<file path="config.mk">
export PLATFORM = sky130hd
export DESIGN_NAME = priority_encoder_16
export DESIGN_NICKNAME = d
export VERILOG_FILES = /design/src/rtl/priority_encoder_16.sv
export SDC_FILE = /design/constraint.sdc
export NUM_CORES = 1
export LEC_CHECK = 0
export ABC_AREA = 1
export BUFFER_PORTS_ARGS = -buffer_cell sky130_fd_sc_hd__buf_2
export CORE_MARGIN = 5
export CORE_UTILIZATION = 31
export DETAILED_ROUTE_END_ITERATION = 12
export PLACE_DENSITY = 0.57
export SYNTH_ARGS = -nofsm -noshare
export SYNTH_HDL_FRONTEND = slang
export SYNTH_SLANG_ARGS = --single-unit
export TNS_END_PERCENT = 1
</file>
<file path="constraint.sdc">
create_clock -name clk -period 6.4 [get_ports clk]
set_input_delay 1.28 -clock clk [delete_from_list [all_inputs] [get_ports clk]]
set_output_delay 1.28 -clock clk [all_outputs]
set_load 0.02 [all_outputs]
</file>
<file path="src/rtl/priority_encoder_16.sv">
// Registered 16:4 priority encoder with sticky request capture and a valid/ready handshake.
// Bit 0 has the highest priority. A presented index stays pending until the consumer accepts it.
module priority_encoder_16 #(
  parameter int N_REQ = 16,
  parameter int IDX_W = 4,
  parameter int CNT_W = 5
) (
  input  logic             clk,
  input  logic             rst_n,
  input  logic             en_in,
  input  logic [N_REQ-1:0] req_in,
  input  logic             ready_in,
  output logic [IDX_W-1:0] idx_out,
  output logic             valid_out,
  output logic [N_REQ-1:0] pending_out,
  output logic [CNT_W-1:0] pend_cnt_out
);

  logic [N_REQ-1:0] pending_q;
  logic [IDX_W-1:0] idx_q;
  logic             valid_q;

  logic             acc;
  logic [N_REQ-1:0] clr;
  logic [N_REQ-1:0] avail;
  logic [N_REQ-1:0] captured;
  logic [N_REQ-1:0] pending_d;
  logic             load_out;
  logic [CNT_W-1:0] cnt;

  function automatic logic [IDX_W-1:0] lowest_set(input logic [N_REQ-1:0] v);
    lowest_set = '0;
    for (int i = N_REQ - 1; i >= 0; i--) begin
      if (v[i]) lowest_set = IDX_W'(i);
    end
  endfunction

  always_comb begin
    acc = valid_q & ready_in;
    clr = '0;
    for (int i = 0; i < N_REQ; i++) begin
      clr[i] = acc && (idx_q == IDX_W'(i));
    end
    avail     = pending_q & ~clr;
    captured  = en_in ? req_in : '0;
    // New requests are OR-ed in after the clear so a re-request of the accepted bit survives.
    pending_d = avail | captured;
    load_out  = !valid_q || ready_in;
  end

  always_comb begin
    cnt = '0;
    for (int i = 0; i < N_REQ; i++) begin
      cnt = cnt + CNT_W'(pending_q[i]);
    end
  end

  always_ff @(posedge clk or negedge rst_n) begin
    if (!rst_n) begin
      pending_q <= '0;
    end else begin
      pending_q <= pending_d;
    end
  end

  // The output stage only sees the pre-edge pending value, hence the two-edge request latency.
  always_ff @(posedge clk or negedge rst_n) begin
    if (!rst_n) begin
      valid_q <= 1'b0;
      idx_q   <= '0;
    end else if (load_out) begin
      valid_q <= |avail;
      idx_q   <= lowest_set(avail);
    end
  end

  assign idx_out      = idx_q;
  assign valid_out    = valid_q;
  assign pending_out  = pending_q;
  assign pend_cnt_out = cnt;

endmodule

</file>
* Word-level counts from Yosys, hierarchy flattened
Cells that the tools add are included. Widths: inputs -> output; s select.
Cells by class: $add $sub $neg 15, eq/ne operators 15, muxes and demuxes 17, bitwise gates (word level) 4, reduce and logical (&&, ||, !) cells 20
Operator list (count):
- $mux 4 | 16
- $add 5x1->5 | 11
- $eq 4x4->1 const B | 8
- $and 16x16->16 | 1
- $eq 4x3->1 const B | 4
- $logic_and 1x1->1 | 16
- $mux 16 | 1
- $not 16->16 | 1
- $or 16x16->16 | 1
- $reduce_or 16->1 | 1
- $eq 4x2->1 const B | 2
- $add 4x1->5 | 1
- $add 3x1->4 | 1
- $eq 4x1->1 const B | 1
- $logic_not 4->1 | 1
- $add 2x1->3 | 1
- $add 1x1->2 | 1
- $and 1x1->1 | 1
- $logic_not 1->1 | 1
- $logic_or 1x1->1 | 1
Word-level totals: register bits 21, output and inout bits 26

* Logic depth before layout (Yosys ltp)
Gate-level depths: netlist (run 1).
depth after elaboration 20, mapped depth 20, mapped depth without buffers 20

* Worst setup path before layout (run 1)
No wires, ideal clock.
kind flip-flop to output port, from reg pending_q[7], in the netlist pending_out[7], to out pend_cnt_out[4], arrival 3598 ps, required time 5120 ps, path slack 1522 ps, cell stages (with the launch flop) 11, path buffers 0, path through dfrtp_1 -> inv_1 -> fa_1 -> fa_1 -> fa_1 -> fa_1 -> inv_1 -> ha_1 -> inv_1 -> fa_1 -> o21ai_0
Between the ends: word-level cells in the longest chain between the ends 9
Ends and longest elaborated chain:
- from (decl) | line 19 | logic [N_REQ-1:0] pending_q;
- from (signal assigned) | line 62 | pending_q <= pending_d;
- $add 5x1->5 (9 in series) | line 54 | cnt = cnt + CNT_W'(pending_q[i]);
- to (decl) | line 16 | output logic [CNT_W-1:0] pend_cnt_out
Every way passes these cells.

* Worst setup path in the final report (run 1)
from reg pending_q[0], in the netlist pending_out[0], to out pend_cnt_out[4]
Between the ends: word-level cells in the longest chain between the ends 15
Ends and longest elaborated chain (line):
- $add 1x1->2 | 54
- $add 2x1->3 | 54
- $add 3x1->4 | 54
- $add 4x1->5 | 54
- $add 5x1->5 (11 in series) | 54
Every way passes these cells.

==> results of run 1 <==
==> metrics by stage <==
stage | hold slack [ps] | utilization, % | total power [mW] | setup WS (ps)
floorplan | 638.9 | - | 0.4682 | 1522
global placement | 564.6 | 38.96 | 0.5892 | 1775
CTS | 583.5 | 39.98 | 0.6871 | 1397
finish | 569.8 | 39.98 | 0.6743 | 1441
detailed placement | 561.1 | 38.96 | 0.5988 | 1658
global route | 602.1 | 39.98 | 0.7494 | 1231
==> worst max-delay path: cells and delay by family, from the launching register on <==
kind | cells | cell delay (ps)
adder cells (fa/ha/maj) | 6 | 2490
flip-flops | 1 | 410
buffers and inverters | 4 | 350
AO/OA/AOI/OAI | 1 | 160
==> layout by cell type, fill, tap and decap left out, types with 2 or more instances in the layout <==
cell type  count
nand4_1        2
nor2_1         6
inv_2          3
nand3_1        3
inv_1         29
o21ai_4        2
nand2_1       72
fa_1          10
ha_1           5
dfrtp_1       21
buf_2         45
o21ai_0        9
o22ai_1        2
clkbuf_8       3
o21ai_1        3
a21oi_1        3
nand2_2        2
o21ai_2        2
==> registers in the layout, indices dropped and copies added, names as in the netlist <==
register     flops
idx_out          4
valid_out        1
pending_out     16
==> power groups by stage <==
stage	Combinational, mW	Clock, mW	Sequential [mW]
2_1_floorplan	0.274	0	0.194
3_3_place_gp	0.412	0	0.177
3_5_place_dp	0.421	0	0.178
4_1_cts	0.420	0.0916	0.175
5_1_grt	0.471	0.100	0.178
6_report	0.411	0.0883	0.175
==> worst max-delay path by stage <==
stage,startpoint,to,slack (ps),cells after the start
2_1_floorplan,pending_out[7],pend_cnt_out[4],1520,10
3_3_place_gp,pending_out[0],pend_cnt_out[4],1780,11
3_5_place_dp,pending_out[0],pend_cnt_out[4],1660,11
4_1_cts,pending_out[0],pend_cnt_out[4],1400,11
5_1_grt,pending_out[7],pend_cnt_out[2],1230,11
6_report,pending_out[0],pend_cnt_out[4],1440,11
==> logic make-up after synthesis <==
family	after synthesis
DFF	21
xor gates and xnor gates	2
buffers and inverters	34
and+or+nand+nor	88
AOI/OAI and AO/OA	23
adders and majority gates	15
==> routing by layer <==
layer / part of all wire [%] / vias up
met5: 0 / -
met4: 1.1 / 0
met3: 3.7 / 5
met2: 50 / 35
met1: 46 / 608
li1: - / 661
==> layout make-up <==
cell class	count	area, sq um
Sequential cell	21	525.5
Multi-Input combinational cell	128	795.8
Clock buffer	4	45.04
Timing Repair Buffer	45	225.2
Tap cell	52	65.06
Fill cell	484	2668
Inverter	32	120.1
==> results by group, run 1 <==
Run status
  – Status: finished clean

Die
  – Die footprint: 0.006141 sq mm
  – Num rows: 24
  – Die height: 78.37 um
  – Die X: 78.37 um
  – Initial core utilization: 32.60%
  – Core ar.: 0.004444 sq mm
  – Io pins: 46

Cells and area
  – Cell Count, Final, Fillers Out: 282
  – Layout area overhead: 22.62%
  – Diodes inserted: 0
  – Nets: 266
  – Post-route cell area: 0.001777 sq mm
  – Share of cells above drive strength 1: 26.09%

Timing
  – RSZ-0062 raised after global routing: false
  – Minimum clock period: 4960 ps
  – Final setup TNS: 0 ps
  – Slew HR: 66.41%
  – Setup-failing EPs final: 0
  – Clk_skew: 5.059 ps
  – Slew @ Worst Pin: 503.8 ps
  – Max Clk Rate: 201.6 MHz
  – Fin. max-slew vios: 0
  – Final hold vios: 0
  – Final Cycle Share: 77.49%

Detailed routing
  – Vias/cell: 4.642
  – # DRC: 0
  – Drt wl/cell: 13.73 um
  – First drt pass iteration count: 4
  – Initial DRC count: 61
  – Post-route ant nets: 0
  – DR vias: 1309
  – Overall routed net length: 3872 um

Worst setup path
  – CP Capture Type: output pin
  – CP Cell Sequence: fa_1, inv_1, fa_1, fa_1, fa_1, inv_1, ha_1, inv_1, fa_1, o21ai_0, buf_2
  – Crit Path Category: reg -> out
  – Reg2reg start: idx_out[0]
  – R2R Setup Slk: 4530 ps
  – Most frequent CP cell: fa_1
  – Worst Reg2Reg Path Length in Cells: 17
  – CP max-delay cell: fa_1
  – FF-to-FF End: idx_out[0]
  – Max stage delay on crit path: 550 ps
  – CP max FO: 3
  – CP arrival: 3680 ps
  – Required time worst endpoint: 5120 ps
  – Worst Setup Start Kind: register

Yosys
  – Post-Syn Nets: 218
  – Mean Syn Cell Area: 7.917 sq um
  – Top cells by count, synth: 72 x nand2_1, 29 x inv_1, 21 x dfrtp_1
  – #FFs+latches synth: 21
  – Main synth FF type: dfrtp_1
  – Most frequent cell after synthesis: nand2_1
  – Synth top area share: 36.27%
  – Syn. warnings: 0
  – Cell area after synthesis: 0.001449 sq mm
  – Yosys top cell by area: dfrtp_1
  – Synth Area in XOR/XNOR: 1.209%
  – Synth async-reset ratio: 100.0%
  – Largest family of logic cells by synthesized area: simple AND/OR/NAND/NOR gates
  – Synth area leaders: dfrtp_1 36%, nand2_1 19%, fa_1 14%
  – Mux cell area share after synthesis: 0%
  – Simple-gate share of the synthesized area: 24.78%
  – Compound-gate portion of the synthesized area: 10.79%
  – Post-synth EDFFs: 0
  – Register area share after synthesis: 36.27%
  – Adder-cell share of the synthesized area: 18.13%
  – Cells after Synth: 183
  – Post-synth cell types: 24

Clock tree
  – Sink Count: 21
  – Root Driver: clkbuf_8
  – Longest Clk Path Bufs: 2
  – Hold_buf cts: 0
  – CTS tree: done
  – Cts bufs inserted: 3
  – H-Tree Level Count: 1
  – Post-CTS Resized: 0
  – Worst-Skew Late Latency: 260 ps
  – Post-CTS Setup Bufs: 0
  – CTS clk-pin slew, worst paths: 80 ps

Power and ir drop
  – Pwr/cell area: 379.5 mW/mm^2
  – Net load switching power: 0.3320 mW
  – P_leak: 0.8729 nW
  – Clock power share: 13.1%
  – Peak VDD IR: 0.1892 mV
  – Pint: 0.3423 mW
  – Flop pwr share: 25.9%
  – Combinational fraction of design power: 61.0%
  – Sw Share: 49.23%

Global route
  – M2 GR Usage: 24.06%
  – First-pass GRT wire length: 6727 um
  – Initial antenna violation count: 0
  – Global Route met1 Usage: 18.06%
  – Gr busiest metal: met2
  – Global Route Usage Sum: 13.83%
  – M3 GR Usage: 2.174%
  – Overflow after GRT: 0
  – Largest net degree at the start of global routing: 22
  – Vias in the first global route: 1415

Worst hold path
  – Worst Hold End: pending_out[14]
  – Hold Crit Depth: 2
  – Worst Hold Class: reg -> reg
  – Worst Min Path Start: pending_out[14]

Placed design
  – Port buffer count: 45
  – Routability cong.: 0.7844
  – Placed Instances: 278
  – Placed cell area: 0.001732 sq mm
  – Post-DP HPWL: 3233 um

Flow run
  – Max_cap viols: 0
No activity file was read; power rests on OpenSTA's default activity.
==> run 2, diff against run 1 <==
--- a/config.mk
+++ b/config.mk
@@ -10,7 +10,7 @@
 export CORE_MARGIN = 5
 export CORE_UTILIZATION = 31
 export DETAILED_ROUTE_END_ITERATION = 12
-export PLACE_DENSITY = 0.57
+export PLACE_DENSITY = 0.59
 export SYNTH_ARGS = -nofsm -noshare
 export SYNTH_HDL_FRONTEND = slang
 export SYNTH_SLANG_ARGS = --single-unit
==> constraint.sdc (replaced) <==
create_clock -name clk -period 4.1 [get_ports clk]
set_input_delay 0.82 -clock clk [delete_from_list [all_inputs] [get_ports clk]]
set_output_delay 0.82 -clock clk [all_outputs]
set_load 0.02 [all_outputs]
==> results by group, run 2 (same netlist as run 1, synthesis figures left out) <==
Global route
  – Vias in the first global route: 1367
  – Global Route Usage Sum: 13.05%
  – Initial antenna violation count: 0
  – Largest net degree at the start of global routing: 22
  – Overflow after GRT: 0
  – First-pass GRT wire length: 6396 um

Cells and area
  – Cell Count, Final, Fillers Out: 293
  – Layout area overhead: 32.21%
  – Diodes inserted: 0
  – Most frequent cells in the layout: 72 x nand2_1, 42 x buf_2, 29 x inv_1
  – Share of cells above drive strength 1: 33.20%
  – Nets: 277
  – Number of flip-flops in the largest register: 16
  – Most common library cell in the layout ignoring fill and taps: nand2_1

Run status
  – Status: finished, violations left
  – Failing checks: setup timing

Clock tree
  – Root Driver: clkbuf_8
  – Longest Clk Path Bufs: 2
  – Cts bufs inserted: 3
  – CTS clk-pin slew, worst paths: 80 ps
  – H-Tree Level Count: 1
  – Post-CTS Setup Bufs: 0
  – CTS tree: done
  – Sink Count: 21
  – Worst-Skew Late Latency: 260 ps

Worst setup path
  – CP max FO: 2
  – Required time worst endpoint: 3280 ps
  – Max stage delay on crit path: 540 ps
  – Worst Reg2Reg Path Length in Cells: 19
  – R2R Setup Slk: 2270 ps
  – CP arrival: 3590 ps
  – Crit Path Category: reg -> out
  – CP delay by family, top: adder cells
  – CP Buf/Inv Count: 5
  – CP Cell Sequence: fa_1, inv_1, fa_1, fa_1, fa_1, inv_1, ha_1, inv_1, fa_2, inv_1, buf_2
  – FF-to-FF End: idx_out[0]
  – Worst Setup Start Kind: register
  – Reg2reg start: idx_out[0]
  – CP Capture Type: output pin
  – CP max-delay cell: fa_1

Placed design
  – Placed Instances: 289
  – Place WS: -140.1 ps
  – Routability cong.: 0.8297
  – Port buffer count: 45
  – Post-DP HPWL: 3292 um

Timing
  – Setup-failing EPs final: 4
  – Max Clk Rate: 226.7 MHz
  – Fin worst setup slack: -311.1 ps
  – Slew @ Worst Pin: 493.6 ps
  – Fin. max-slew vios: 0
  – Final hold vios: 0
  – Minimum clock period: 4411 ps
  – Final Cycle Share: 107.6%
  – Worst hold margin: 512.0 ps
  – RSZ-0062 raised after global routing: true
  – Slew HR: 67.10%
  – Clk_skew: 4.354 ps

Detailed routing
  – First drt pass iteration count: 4
  – Top sig layer: met4
  – DR vias: 1348
  – Overall routed net length: 3834 um
  – Met2 routed WL: 1915 um
  – Initial DRC count: 33
  – WL met3: 193 um
  – Drt wl/cell: 13.09 um
  – M1 WL: 1692 um
  – # DRC: 0
  – Post-route ant nets: 0
  – Vias/cell: 4.601

Power and ir drop
  – Combinational fraction of design power: 67.1%
  – Flop pwr share: 21.6%
  – Net load switching power: 0.5716 mW
  – Pwr/cell area: 652.1 mW/mm^2
  – Pint: 0.6776 mW
  – Clock power share: 11.3%
  – P_leak: 0.9312 nW
  – Peak VDD IR: 0.3976 mV
  – Sw Share: 45.76%

Die
  – Die height: 78.37 um
  – Num rows: 24
  – Io pins: 46
  – Die footprint: 0.006141 sq mm
  – Die X: 78.37 um
  – Core ar.: 0.004444 sq mm
  – Initial core utilization: 32.60%

Flow run
  – Max_cap viols: 0

Worst hold path
  – Worst Hold Class: in -> async
## run 2: cell types whose count changed in the layout (fill, tap and decap cells not counted), sizes merged
cell,before,now
buf,45,56
## run 2: cell type report
class | instances | area, sq um
inverters | 32 | 120.1
flip-flops and latches | 21 | 531.8
clock buffers | 4 | 45.04
fillers | 474 | 2529
multi-input cells | 128 | 830.8
repair buffers | 56 | 322.8
well taps | 52 | 65.06
## run 2: worst reg2reg max path: stages (launching register included)
cell,delay [ps]
dfrtp_1,480
nand2_1,130
inv_1,60
a21oi_1,200
nand2_1,70
nand2_1,60
nand2_1,40
nand2_1,50
nand2_1,50
nand2_1,70
nand2_1,50
nand2_1,60
nand2_1,40
nand2_1,70
nand2_1,50
nand2_1,70
nand2_1,40
nand2_1,70
nand2_1,50
nand2_1,50
## run 2: per-stage QoR
| step | power [mW] | setup TNS [ps] | cell area [sq um] | utilization (%) |
|---|---|---|---|---|
| floorplan | 0.8257 | -36.79 | 1488 | - |
| global placement | 1.054 | -191.8 | 1853 | 41.69 |
| detailed placement | 1.072 | -336.2 | 1853 | 41.69 |
| CTS | 1.266 | -1218 | 1916 | 43.10 |
| global route | 1.340 | -1717 | 1916 | 43.10 |
| finish | 1.249 | -1109 | 1916 | 43.10 |
## run 2: how the worst max path moves through the flow
stage,end,depth (start not counted),slack (ps),from
floorplan,pend_cnt_out[2],10,-30,pending_out[11]
global placement,pend_cnt_out[2],11,-90,pending_out[11]
detailed placement,pend_cnt_out[2],11,-140,pending_out[11]
CTS,pend_cnt_out[2],11,-330,pending_out[11]
global route,pend_cnt_out[2],11,-460,pending_out[11]
finish,pend_cnt_out[1],11,-310,pending_out[0]
## run 2: what timing repair did
item / 4_1_cts / 5_1_grt
pin swaps: 4 / 0
hold endpoints to repair: 0 / 0
endpoints found under the setup margin: 4 / 4
hold buffers: 0 / 0
resized for setup: 6 / 0
## run 2: power groups by stage
stage          sequential, mW  combinational (mW)  clock, mW
4_1_cts                 0.270               0.856      0.140
2_1_floorplan           0.304               0.521          0
5_1_grt                 0.275               0.916      0.149
3_5_place_dp            0.274               0.798          0
6_report                0.270               0.839      0.141
3_3_place_gp            0.275               0.779          0
## run 2: per-layer routing
metal / GRT usage (%) / vias up
li1: - / 675
met1: 17.32 / 639
met2: 22.60 / 30
met3: 1.373 / 4
met4: 3.671 / 0
met5: 0 / -
